$ cat config.mk
export PLATFORM = sky130hd
export DESIGN_NAME = lcd_read_port
export DESIGN_NICKNAME = d
export VERILOG_FILES = /design/src/rtl/lcd_read_port.sv
export SDC_FILE = /design/constraint.sdc
export NUM_CORES = 1
export LEC_CHECK = 0
export CELL_PAD_IN_SITES_DETAIL_PLACEMENT = 1
export CELL_PAD_IN_SITES_GLOBAL_PLACEMENT = 1
export CORE_MARGIN = 2
export CORE_UTILIZATION = 33
export DETAILED_ROUTE_END_ITERATION = 16
export PLACE_DENSITY_LB_ADDON = 0.1
export SLEW_MARGIN = 20
export SYNTH_ARGS = -nofsm -noshare
export SYNTH_HDL_FRONTEND = slang
export SYNTH_SLANG_ARGS = --single-unit
export TNS_END_PERCENT = 20
$ cat constraint.sdc
create_clock -name clk -period 1.8 [get_ports clk]
set_input_delay 0.27 -clock clk [delete_from_list [all_inputs] [get_ports clk]]
set_output_delay 0.27 -clock clk [all_outputs]
set_load 0.005 [all_outputs]
$ cat src/rtl/lcd_read_port.sv
// HD44780 read-cycle engine on the 6502 bus: a CPU write to CTRL runs one LCD
// read (RW/RS/EN sequencing) and latches LCD_DATA into DATA for the CPU.
module lcd_read_port #(
    parameter logic [15:0] BASE_ADDR = 16'hFFF8,
    parameter int          SETUP_CYC = 2,
    parameter int          EN_CYC    = 4,
    parameter int          HOLD_CYC  = 2
) (
    input  logic        clk,
    input  logic        reset,
    input  logic [15:0] address,
    input  logic [7:0]  data_in,
    input  logic        read_write,
    output logic [7:0]  data_out,
    output logic        selected,
    input  logic [7:0]  lcd_data_in,
    output logic        lcd_en,
    output logic        lcd_rw,
    output logic        lcd_rs,
    output logic        lcd_data_oe,
    output logic        active
);

    typedef enum logic [1:0] {IDLE, SETUP, ENABLE, HOLD} state_t;

    localparam logic [15:0] DATA_ADDR  = BASE_ADDR + 16'd1;
    localparam logic [7:0]  SETUP_LOAD = 8'(SETUP_CYC - 1);
    localparam logic [7:0]  EN_LOAD    = 8'(EN_CYC - 1);
    localparam logic [7:0]  HOLD_LOAD  = 8'(HOLD_CYC - 1);

    state_t     state, state_next;
    logic [7:0] cnt, cnt_next;
    logic       start_pend;
    logic       capture, finish;
    logic [7:0] data_reg;
    logic       valid;

    logic ctrl_wr, start_acc, data_rd;
    logic unused_bits;

    assign selected  = (address == BASE_ADDR) || (address == DATA_ADDR);
    assign ctrl_wr   = read_write && (address == BASE_ADDR);
    assign data_rd   = !read_write && (address == DATA_ADDR);
    // A start arriving while a cycle is pending or running is dropped.
    assign start_acc = ctrl_wr && data_in[1] && (state == IDLE) && !start_pend;
    assign active    = (state != IDLE);
    assign unused_bits = &{1'b0, data_in[7:2]};

    // NOTE: every sequential block uses non-blocking (<=) so all flops update
    // together on the edge; blocking assignments here would create ordering races.
    always_ff @(posedge clk or posedge reset) begin
        if (reset) begin
            state <= IDLE;
            cnt   <= '0;
        end else begin
            state <= state_next;
            cnt   <= cnt_next;
        end
    end

    // NOTE: defaults first so every path assigns every output and no latch is inferred.
    always_comb begin
        state_next = state;
        cnt_next   = cnt;
        capture    = 1'b0;
        finish     = 1'b0;
        case (state)
            IDLE: begin
                if (start_pend) begin
                    state_next = SETUP;
                    cnt_next   = SETUP_LOAD;
                end
            end
            SETUP: begin
                if (cnt == 8'd0) begin
                    state_next = ENABLE;
                    cnt_next   = EN_LOAD;
                end else begin
                    cnt_next = cnt - 8'd1;
                end
            end
            ENABLE: begin
                if (cnt == 8'd0) begin
                    state_next = HOLD;
                    cnt_next   = HOLD_LOAD;
                    capture    = 1'b1;
                end else begin
                    cnt_next = cnt - 8'd1;
                end
            end
            HOLD: begin
                if (cnt == 8'd0) begin
                    state_next = IDLE;
                    finish     = 1'b1;
                end else begin
                    cnt_next = cnt - 8'd1;
                end
            end
            default: state_next = IDLE;
        endcase
    end

    // LCD pins are decoded from the next state so they are registered and
    // change on the same edge as the state itself.
    always_ff @(posedge clk or posedge reset) begin
        if (reset) begin
            start_pend  <= 1'b0;
            lcd_en      <= 1'b0;
            lcd_rw      <= 1'b0;
            lcd_rs      <= 1'b0;
            lcd_data_oe <= 1'b1;
            data_reg    <= 8'h00;
            valid       <= 1'b0;
        end else begin
            start_pend  <= start_acc;
            lcd_en      <= (state_next == ENABLE);
            lcd_rw      <= (state_next != IDLE);
            lcd_data_oe <= (state_next == IDLE);
            if (start_acc)
                lcd_rs <= data_in[0];
            if (capture)
                data_reg <= lcd_data_in;
            if (finish)
                valid <= 1'b1;
            else if (start_acc || data_rd)
                valid <= 1'b0;
        end
    end

    always_comb begin
        data_out = 8'h00;
        if (address == BASE_ADDR)
            data_out = {6'b0, valid, active};
        else if (address == DATA_ADDR)
            data_out = data_reg;
    end

endmodule

# --- Word level (Yosys, flattened, before mapping) ---
# Cells that the tools add are included.
totals:
  ff_bits: 24
  input_bits: 35
  output_inout_bits: 14
  wordCells: 51
classes:
  add_sub_neg: 1
  n_eq_ne: 8
  muxes: 17
  n_reduce_logical: 16
ops:
  columns: ["op", "count"]
  rows:
  - ["2-to-1 mux 8 bit", 6]
  - ["== test 16 bit (second input constant)", 2]
  - ["case mux 8 bit (4 select lines)", 1]
  - ["zero test 8 bit", 1]
  - ["2-to-1 mux 2 bit", 4]
  - ["case mux 2 bit (4 select lines)", 1]
  - ["subtractor 8 x 1 -> 8 bit (second input constant)", 1]
  - ["== test 2 bit (second input constant)", 3]
  - ["nonzero test 2 bit", 3]
  - ["logical AND 1 bit", 5]
  - ["2-to-1 mux 1 bit", 5]
  - ["zero test 2 bit", 2]
  - ["!= test 2 bit (second input constant)", 2]
  - ["== test 2 x 1 -> 1 bit (second input constant)", 1]
  - ["zero test 1 bit", 2]
  - ["logical OR 1 bit", 2]
  - ["AND reduction 2 bit", 1]

# --- Logic depth before layout (Yosys ltp) ---
# Gate-level depths: netlist (run 1).
depth:
  ltp_word: 8
  mapped_depth: 7
  ltp_nobuf: 7

# --- Worst setup path after synthesis (run 1) ---
# Ideal clock, no wire load.
synth_path:
  kind: "reg2reg"
  startpoint: "register cnt[0]"
  endpoint: "register cnt[5]"
  setup_time_ps: 82
  arrival_ps: 1618
  required_time_ps: 1718
  slack_ps: 100
  stages_incl_launch_ff: 7
  n_path_buf: 0
  period_less_slack_ps: 1700
  cell_sequence: "dfrtp_1 -> inv_1 -> ha_1 -> nor4bb_4 -> and2_4 -> or4b_4 -> a31oi_2"
synth_via:
  elab_chain_len: 3
  word_cells_on_any_way: 8
  classes_between: "add/sub: 1; eq/ne: 1; mux: 4; reduce/logical: 2"
synth_rtl:
  columns: ["element", "line", "text"]
  rows:
  - ["from (decl)", "32", "logic [7:0] cnt, cnt_next;"]
  - ["from (signal assigned)", "57", "cnt <= cnt_next;"]
  - ["subtractor 8 x 1 -> 8 bit or zero test 8 bit (tied branches)", null, null]
  - ["2-to-1 mux 8 bit, or another cell as far along", "92", "if (cnt == 8'd0) begin"]
  - ["case mux 8 bit (4 select lines) or AND reduction 2 bit (tied branches)", null, null]
# Several ways; a longest one is shown, not always the timed one. The select of a mux whose other input is x is not followed.
# A chain may end at the register's enable or synchronous reset.

# --- Worst setup path after layout (run 1) ---
layout_path:
  startpoint: "input port address[2]"
  endpoint: "output port data_out[6]"
layout_via:
  elab_chain_len: 3
  word_cells_on_any_way: 4
  classes_between: "eq/ne: 2; mux: 2"
layout_rtl:
  columns: ["element", "line", "text"]
  rows:
  - ["from (decl)", "11", "input logic [15:0] address,"]
  - ["== test 16 bit", "134", "else if (address == DATA_ADDR)"]
  - ["2-to-1 mux 8 bit", "134", null]
  - ["2-to-1 mux 8 bit (*)", "132", "if (address == BASE_ADDR)"]
  - ["to (decl)", "14", "output logic [7:0] data_out,"]
# Every way passes the cells marked *; elsewhere a longest branch is shown, timed or not.

==> results.json, run 1 <==
{
  "drive_gt1_share_pct": 40.4,
  "dieArea_um2": 4670,
  "grt_overflow_total": 0,
  "yosysWarnings": 0,
  "place_hpwl_um": 3000,
  "worst_path_max_delay_cell": "nor4_4",
  "gp_congestion": 0.751,
  "cts_hold_buf": 0,
  "pwr-share-clk_pct": 17.7,
  "hold_viol_final": 0,
  "synthArstFlopShare_pct": 100,
  "pre_cts_slack_ps": -542,
  "io_buffers": 42,
  "drc_errors": 0,
  "p_leak_nw": 1.03,
  "crit_top_cell": "buf_6",
  "start_util_pct": 34.1,
  "grt_pass1_vias": 1385,
  "critical-path-max-stage-delay_ps": 330,
  "synth.most_common_cell": "dfrtp_1",
  "cts_root_buf": "clkbuf_8",
  "dieWidth_um": 68.3,
  "comb_power_share_pct": 42.3,
  "fin_skew_ps": 3.26,
  "cts_tree": "yes",
  "ys_types": 48,
  "clock_latency_ps": 270,
  "power_density_nw_per_um2": 1010,
  "critPathLaunchType": "input pin",
  "period_share_pct": 101,
  "dr_total_vias": 1271,
  "areaGrowthSynthToFinish_pct": 55.5,
  "hp-class": "in -> async",
  "outcome": "finished with violations",
  "rows": 23,
  "grt_pass1_wl_um": 6670,
  "synth_common_cells": "dfrtp_1, nand2_1, and3_1, mux2_2, inv_1",
  "wl_per_cell_um": 16.6,
  "violations": "negative setup slack",
  "synth_cells": 127,
  "viasPerCell": 5.13,
  "fin_area_um2": 2120,
  "final_max_slew_viol_count": 0,
  "syn_nets": 164,
  "finalWorstSetupSlack_ps": -10.9,
  "crit_fanout": 3,
  "netlist_top_cells_area": "dfrtp_1, mux2_2, and3_1",
  "synthFlopType": "dfrtp_1",
  "switching_power_mw": 0.754,
  "clk_pin_slew_worst_paths_ps": 90,
  "critPathRequiredTime_ps": 1530,
  "fin_crit_ps": 1810,
  "max_slew.worst_pin.slew_ps": 323,
  "slew_headroom_pct": 78.4,
  "multiInputGateArea_um2": 783,
  "avgSynthCellArea_um2": 10.7,
  "htreeDepth": 1,
  "die_y_um": 68.3,
  "clkSinkCount": 24,
  "seqPwrFrac_pct": 40.0,
  "cp-end-kind": "output port",
  "grt_max_degree": 25,
  "synth.ff_latch_count": 24,
  "netlist.area_leader.share_pct": 42.2,
  "cts_made_buffers": 3,
  "num_io_pins": 49,
  "drtIter0Drc": 47,
  "ant_nets": 0,
  "p_total_mw": 2.15,
  "place_area_um2": 1950,
  "synth_edf_count": 0,
  "grtUsageTotal_pct": 19.6,
  "antenna_cells": 0,
  "setup_violations": 2,
  "max_freq_mhz": 552,
  "coreArea_um2": 4000,
  "syn_area_um2": 1370,
  "synth_seq_area_share_pct": 44.1,
  "worstPathCellList": "buf_6 -> nand4bb_4 -> nor4_4 -> buf_4 -> buf_6 -> buf_6 -> and3_4 -> buf_6",
  "vdd_drop_max_v": 0.000355,
  "antenna_found_initial": 0,
  "yosys.area.top_type": "dfrtp_1",
  "fillers": 450,
  "seq_area_um2": 603,
  "crit_arrival_ps": 1540,
  "final_nets": 236,
  "clock_path_buffers": 2,
  "rsz0062_at_grt": "true",
  "p_sw_share_pct": 35.1,
  "crit_type": "in -> out",
  "drv_cap": 0,
  "drt_first_pass_iters": 2,
  "routed_wirelength_um": 4130,
  "p_int_mw": 1.40
}
per-stage QoR:
stage / TNS (ps) / utilization [%] / cells / hold WS [ps]
detailed placement: -4910 / 48.8 / 232 / 487
global placement: -4170 / 48.8 / 232 / 470
CTS: 0 / 52.3 / 247 / 354
finish: -11.5 / 53.0 / 248 / 339
global route: -216 / 53.0 / 248 / 386
floorplan: 0 / - / 127 / 284
worst paths after layout:
kind / end / start / slack (ps) / cells past startpoint
max: data_out[6] / address[2] / -10 / 8
min: lcd_rw / reset / 340 / 3
max reg2reg: cnt[5] / cnt[0] / 80 / 6
min reg2reg: data_reg[2] / data_reg[2] / 500 / 1
max in group asynchronous: lcd_data_oe / reset / 1170 / 3
min in group clk: data_reg[2] / data_reg[2] / 500 / 1
layout by cell type, fill, tap and decap left out, types with 6 or more instances in the layout:
master	instances
buf_4	24
dfrtp_1	22
clkdlybuf4s50_1	17
nand2_1	10
mux2_2	8
buf_2	7
clkdlybuf4s15_1	7
inv_1	6
and3_1	6
dlygate4sd2_1	6
buf_6	6
per-layer routing:
layer | up-vias | share of wire, % | GRT usage (%)
li1 | 610 | - | -
met1 | 622 | 42 | 24.5
met2 | 34 | 53 | 33.7
met3 | 5 | 4.7 | 4.28
met4 | 0 | 1.0 | 5.25
met5 | - | 0 | 0
final cells by class:
class,count,share of cell area (%)
sequential,24,28.4
timing repair buffer,71,28.1
tap,50,2.95
clock buffer,4,2.59
multi-input combinational,93,36.9
inverter,6,1.06
what timing repair did:
action / 4_1_cts / 5_1_grt
endpoints found under the setup margin: 10 / 21
gates resized for setup: 62 / 21
setup buffers: 10 / 1
pin swaps: 5 / 6
gates cloned: 1 / 0
endpoints found under the hold margin: 0 / 0
cells by family (layout without fill, tap and decap cells):
family          after synthesis  after routing  share of synthesized area, %
fa+ha+maj                     2              2                          1.83
mux                          11             11                          8.89
simple gates                 59             59                          30.6
compound gates               20             20                          10.5
flops                        24             24                          44.1
xor+xnor                      1              1                         0.642
buf+inv                      10             81                          3.39
worst max-delay path, delay by kind of cell:
family,cells,cell delay (ps)
AND/OR/NAND/NOR,3,730
buffers and inverters,5,540
power groups by stage:
stage	Sequential, mW	Combinational [mW]	Clock [mW]
after floorplan	0.844	0.483	0
after global placement	0.865	0.822	0
after detailed placement	0.881	0.862	0
after CTS	0.860	0.887	0.388
after global routing	0.884	0.999	0.425
final	0.862	0.909	0.381
No activity file was read; power rests on OpenSTA's default activity.
==> run 2: changes to the inputs <==
Settings changed: GPL_ROUTABILITY_DRIVEN set to 0.
==> results of run 2 <==
The final DEF is identical to that of run 1; final timing and power are the same.
==> run 3: changes to the inputs <==
Settings changed: CORE_ASPECT_RATIO set to 1.1, SLEW_MARGIN 20 to unset.
==> run 3 against run 2 <==
Global-route usage decreased by 0.55 points. Critical path depth decreased by 1. Worst setup slack improved by 84 ps. Register-to-register slack improved by 20 ps. Largest cell class unchanged. Sequential power increased by 0.5%. Cell area increased by 1.1%. Fmax increased by 4.8%. Routed wire length decreased by 1.7%. Core utilization increased by 1.1 points. Highest routed layer unchanged. The run now ends clean. Sequential share of layout area decreased by 0.31 points. Worst hold slack improved by 4.7 ps.
==> results.json, run 3 (synthesis results as in run 1) <==
{
  "cts_hold_buf": 0,
  "hold_viol_final": 0,
  "drv_cap": 0,
  "final_max_slew_viol_count": 0,
  "cts_root_buf": "clkbuf_8",
  "post-route-util_pct": 54.1,
  "clock_latency_ps": 270,
  "hold_ws_ps": 344,
  "place_hpwl_um": 2970,
  "dieWidth_um": 65.3,
  "worstPathCellList": "dlygate4sd2_1 -> nand4_1 -> nor4_4 -> buf_4 -> buf_4 -> buf_4 -> clkdlybuf4s15_1",
  "max_slew.worst_pin.slew_ps": 327,
  "grt_pass1_vias": 1445,
  "drtIter0Drc": 35,
  "clk_pin_slew_worst_paths_ps": 90,
  "final_common_cell": "buf_4",
  "htreeDepth": 1,
  "dp.cells": 235,
  "rsz0062_at_grt": "true",
  "dieArea_um2": 4670,
  "outcome": "finished, final reports clean",
  "routed_wirelength_um": 4060,
  "grt_overflow_total": 0,
  "critical-path-max-stage-delay_ps": 310,
  "rows": 24,
  "io_buffers": 42,
  "worst_path_max_delay_cell": "nor4_4",
  "setup-tns-final_ps": 0,
  "grt_max_degree": 25,
  "clkSinkCount": 24,
  "final_nets": 234,
  "cts_made_buffers": 3,
  "vdd_drop_max_v": 0.000380,
  "critPathLaunchType": "input pin",
  "critPathRequiredTime_ps": 1530,
  "slew_headroom_pct": 78.2,
  "period_share_pct": 96.0,
  "drt_first_pass_iters": 4,
  "start_util_pct": 34.4,
  "fin_skew_ps": 4.46,
  "hp-class": "in -> async",
  "pre_cts_slack_ps": -478,
  "crit_top_cell": "buf_4",
  "ant_nets": 0,
  "clock_path_buffers": 2,
  "wl_per_cell_um": 16.4,
  "areaGrowthSynthToFinish_pct": 57.2,
  "fin_crit_ps": 1730,
  "antenna_found_initial": 0,
  "drc_errors": 0,
  "p_leak_nw": 1.03,
  "crit_arrival_ps": 1460,
  "setup_violations": 0,
  "grtUsageTotal_pct": 19.0,
  "drive_gt1_share_pct": 37.2,
  "dr_total_vias": 1272,
  "crit_type": "in -> out",
  "grt_pass1_wl_um": 6880,
  "viasPerCell": 5.13,
  "crit_fanout": 2,
  "final_cells": 248,
  "max_freq_mhz": 579,
  "cts_tree": "yes",
  "num_io_pins": 49,
  "power_density_nw_per_um2": 1050,
  "fillers": 463,
  "finalWorstSetupSlack_ps": 72.6,
  "die_y_um": 71.5,
  "layout_common_cells": "buf_4, dfrtp_1, clkdlybuf4s50_1",
  "antenna_cells": 0,
  "cp-end-kind": "output port",
  "coreArea_um2": 3960
}
## run 3: cell types whose count changed in the layout (fill, tap and decap cells not counted), sizes merged
cell and delta:
bufinv +1, clkdlybuf4s15 -4, dlygate4sd2 +9, buf -4, clkbuf -5, dlymetal6s2s +1
## run 3: area by class of cell
cell class | instances | area [µm²] | area share (%)
Clock buffer | 3 | 41.3 | 1.92
Sequential cell | 24 | 603 | 28.1
Timing Repair Buffer | 69 | 587 | 27.3
Clock inverter | 1 | 30.0 | 1.40
Tap cell | 52 | 65.1 | 3.03
Inverter | 6 | 22.5 | 1.05
Multi-Input combinational cell | 93 | 797 | 37.1
## run 3: worst paths after layout
check	start	end	slack [ps]	cells past startpoint
max in group asynchronous	reset	lcd_data_oe	1170	3
worst min-delay path	reset	lcd_rw	340	3
worst max register to register	cnt[0]	cnt[1]	100	7
worst min register to register	lcd_rs	lcd_rs	500	1
worst max-delay path	address[5]	selected	70	7
min in group clk	lcd_rs	lcd_rs	500	1
## run 3: what timing repair did
action                     in CTS  in global routing
gates resized for setup        61                  5
pin swaps                       6                  1
setup endpoints to repair      12                  9
buffers inserted                8                  0
cloned                          1                  0
## run 3: worst max-delay path, delay by kind of cell
| family | cells | cell delay [ps] |
|---|---|---|
| AND/OR/NAND/NOR | 2 | 440 |
| buffers and inverters | 5 | 740 |
## run 3: layer usage
| metal | GRT usage [%] | vias to the layer above | part of all wire [%] |
|---|---|---|---|
| met4 | 5.09 | 0 | 1.0 |
| met5 | 0 | - | 0 |
| met3 | 3.14 | 6 | 4.0 |
| met1 | 21.3 | 622 | 38 |
| li1 | - | 602 | - |
| met2 | 36.6 | 42 | 57 |
## run 3: stage by stage
stage | cell area, µm² | power [mW]
after global routing | 2150 | 2.40
after floorplan | 1370 | 1.33
after CTS | 2140 | 2.26
final | 2150 | 2.25
after detailed placement | 1960 | 1.71
after global placement | 1960 | 1.66
## run 3: where the power goes
group	total, mW	internal (mW)	switching, mW
sequential	0.866	0.710	0.156
combinational	0.905	0.489	0.416
clock	0.476	0.297	0.179
==> variant: new RTL, config.mk and constraints of run 2 <==
Encoding of `state_t`: now one-hot (4 bits for 4 states).
--- a/src/rtl/lcd_read_port.sv
+++ b/src/rtl/lcd_read_port.sv
@@ -23,3 +23,3 @@
 
-    typedef enum logic [1:0] {IDLE, SETUP, ENABLE, HOLD} state_t;
+    typedef enum logic [3:0] {IDLE = 4'b0001, SETUP = 4'b0010, ENABLE = 4'b0100, HOLD = 4'b1000} state_t;
 
Function: same outputs for any inputs over 10 cycles, from zero or initial values and one cycle with reset high; not proved beyond that.
==> variant against run 2 <==
  * The run still ends with negative setup slack left
  * Setup slack improved by 9.5 ps
  * Global-route usage decreased by 2.6 points
  * Utilization decreased by 1.5 points
  * Area after synthesis increased by 11%
  * Critical endpoint is now data_out[0]
  * Sequential cell count increased by 2
  * Final area increased by 6.5%
  * Routed wire length decreased by 3.5%
Power is not compared: it rests on default switching activity, and its combinational part moved more than twofold at a synthesized area within 25%.
==> variant: results (changes against run 2) <==
fin_tns_setup_ps: -1.48  # was -11.5 ps
synthMuxAreaShare_pct: 9.32  # was 8.89%
synth_xor_area_share_pct: 1.15  # was 0.642%
cp-endpoint: "data_out[0]"  # was data_out[6]
nets: 241  # was 236
place_hpwl_mm: 3.10  # was 3.00 mm
use_met2_pct: 29.7  # was 33.7%
grt_pass1_wl_mm: 7.03  # was 6.67 mm
worst_slack_ps: -1.48  # was -10.9 ps
instances_no_fill: 255  # was 248
r2r_cells: 4  # was 6
synthTopCellsByArea: "dfrtp_1 (40%), mux2_4 (7.9%), a31oi_1 (3.7%)"  # was dfrtp_1 (42%), mux2_2 (6.6%), and3_1 (3.7%)
violations: "negative setup slack"  # unchanged
cp_slowest_cell: "dfstp_2"  # was nor4_4
r2r_start: "cnt[4]$_DFFE_PP0P_"  # was cnt[0]$_DFFE_PP0P_
grt_use_met3_pct: 3.23  # was 4.28%
finalSetupViolCount: 1  # was 2
crit_start: "state[0]$_DFF_PP1_"  # was address[2]
wl_met2_mm: 2.02  # was 2.17 mm
synth-compound-area-share_pct: 16.0  # was 10.5%
grt_max_degree: 27  # was 25
vias: 1295  # was 1,271
max_slew_margin_pct: 68.8  # was 78.4%
fillers: 473  # was 450
wirelength_mm: 3.98  # was 4.13 mm
drive_gt1_share_pct: 36.5  # was 40.4%
synthCells: 138  # was 127
place_ws_ps: -807  # was -542 ps
synth_nets: 175  # was 164
fin_worst_skew_ps: 3.33  # was 3.26 ps
place_area_um2: 2140  # was 1950 µm²
yosys-top-cells-count: "dfrtp_1 (24), inv_1 (12), a31oi_1 (9), nor2_1 (9), mux2_4 (8)"  # was dfrtp_1 (23), nand2_1 (10), and3_1 (8), mux2_2 (8), inv_1 (6)
synth_seq_area_share_pct: 43.0  # was 44.1%
status: "complete, but fails checks"  # unchanged
yosys.area_share.adder_pct: 1.65  # was 1.83%
[variant: changes by cell type in the layout (fill, tap and decap cells not counted), sizes merged, moves of 4 or more]
cell    before  now
clkbuf       8    4
and3         9    1
inv          6   12
and2         2    8
nor2         5   10
nor2b        4    0
a31oi        2   10
nand2       10    3
[variant: worst min-delay path by stage]
stage,slack [ps],endpoint,startpoint
global placement,470,lcd_rs$_DFFE_PP0P_,lcd_rs$_DFFE_PP0P_
floorplan,310,cnt[0]$_DFFE_PP0P_,reset
CTS,370,data_reg[2]$_DFFE_PP0P_,reset
finish,360,data_reg[3]$_DFFE_PP0P_,reset
detailed placement,490,lcd_rs$_DFFE_PP0P_,lcd_rs$_DFFE_PP0P_
global route,400,cnt[4]$_DFFE_PP0P_,reset
[variant: power by group]
group	leakage (nW)	internal (mW)	switching, mW
logic	0.710	0.0674	0.0338
registers	0.333	0.593	0.00597
clock network	0.0357	0.298	0.197
[variant: cell families (layout without fill, tap and decap cells)]
family / Yosys count / after routing
buf+inv: 19 / 84
fa+ha+maj: 2 / 2
xor+xnor: 2 / 2
compound gates: 33 / 33
flops: 26 / 26
simple gates: 46 / 46
mux: 10 / 10
[variant: layout make-up]
type / count / area (µm²) / share of cell area [%]
clock buffer: 3 / 41.3 / 1.83
multi-input combinational: 93 / 840 / 37.2
clock inverter: 1 / 30.0 / 1.33
timing repair buffer: 68 / 586 / 25.9
tap: 52 / 65.1 / 2.88
sequential: 26 / 653 / 28.9
inverter: 12 / 45.0 / 1.99
[variant: worst min-delay path: stages]
cell	delay, ps
clkdlybuf4s50_1	400
inv_1	60
buf_4	320
[variant: timing repair]
item	4_1_cts	5_1_grt
setup endpoints to repair	22	27
pin swaps	13	5
resized for setup	77	13
buffers inserted	2	0
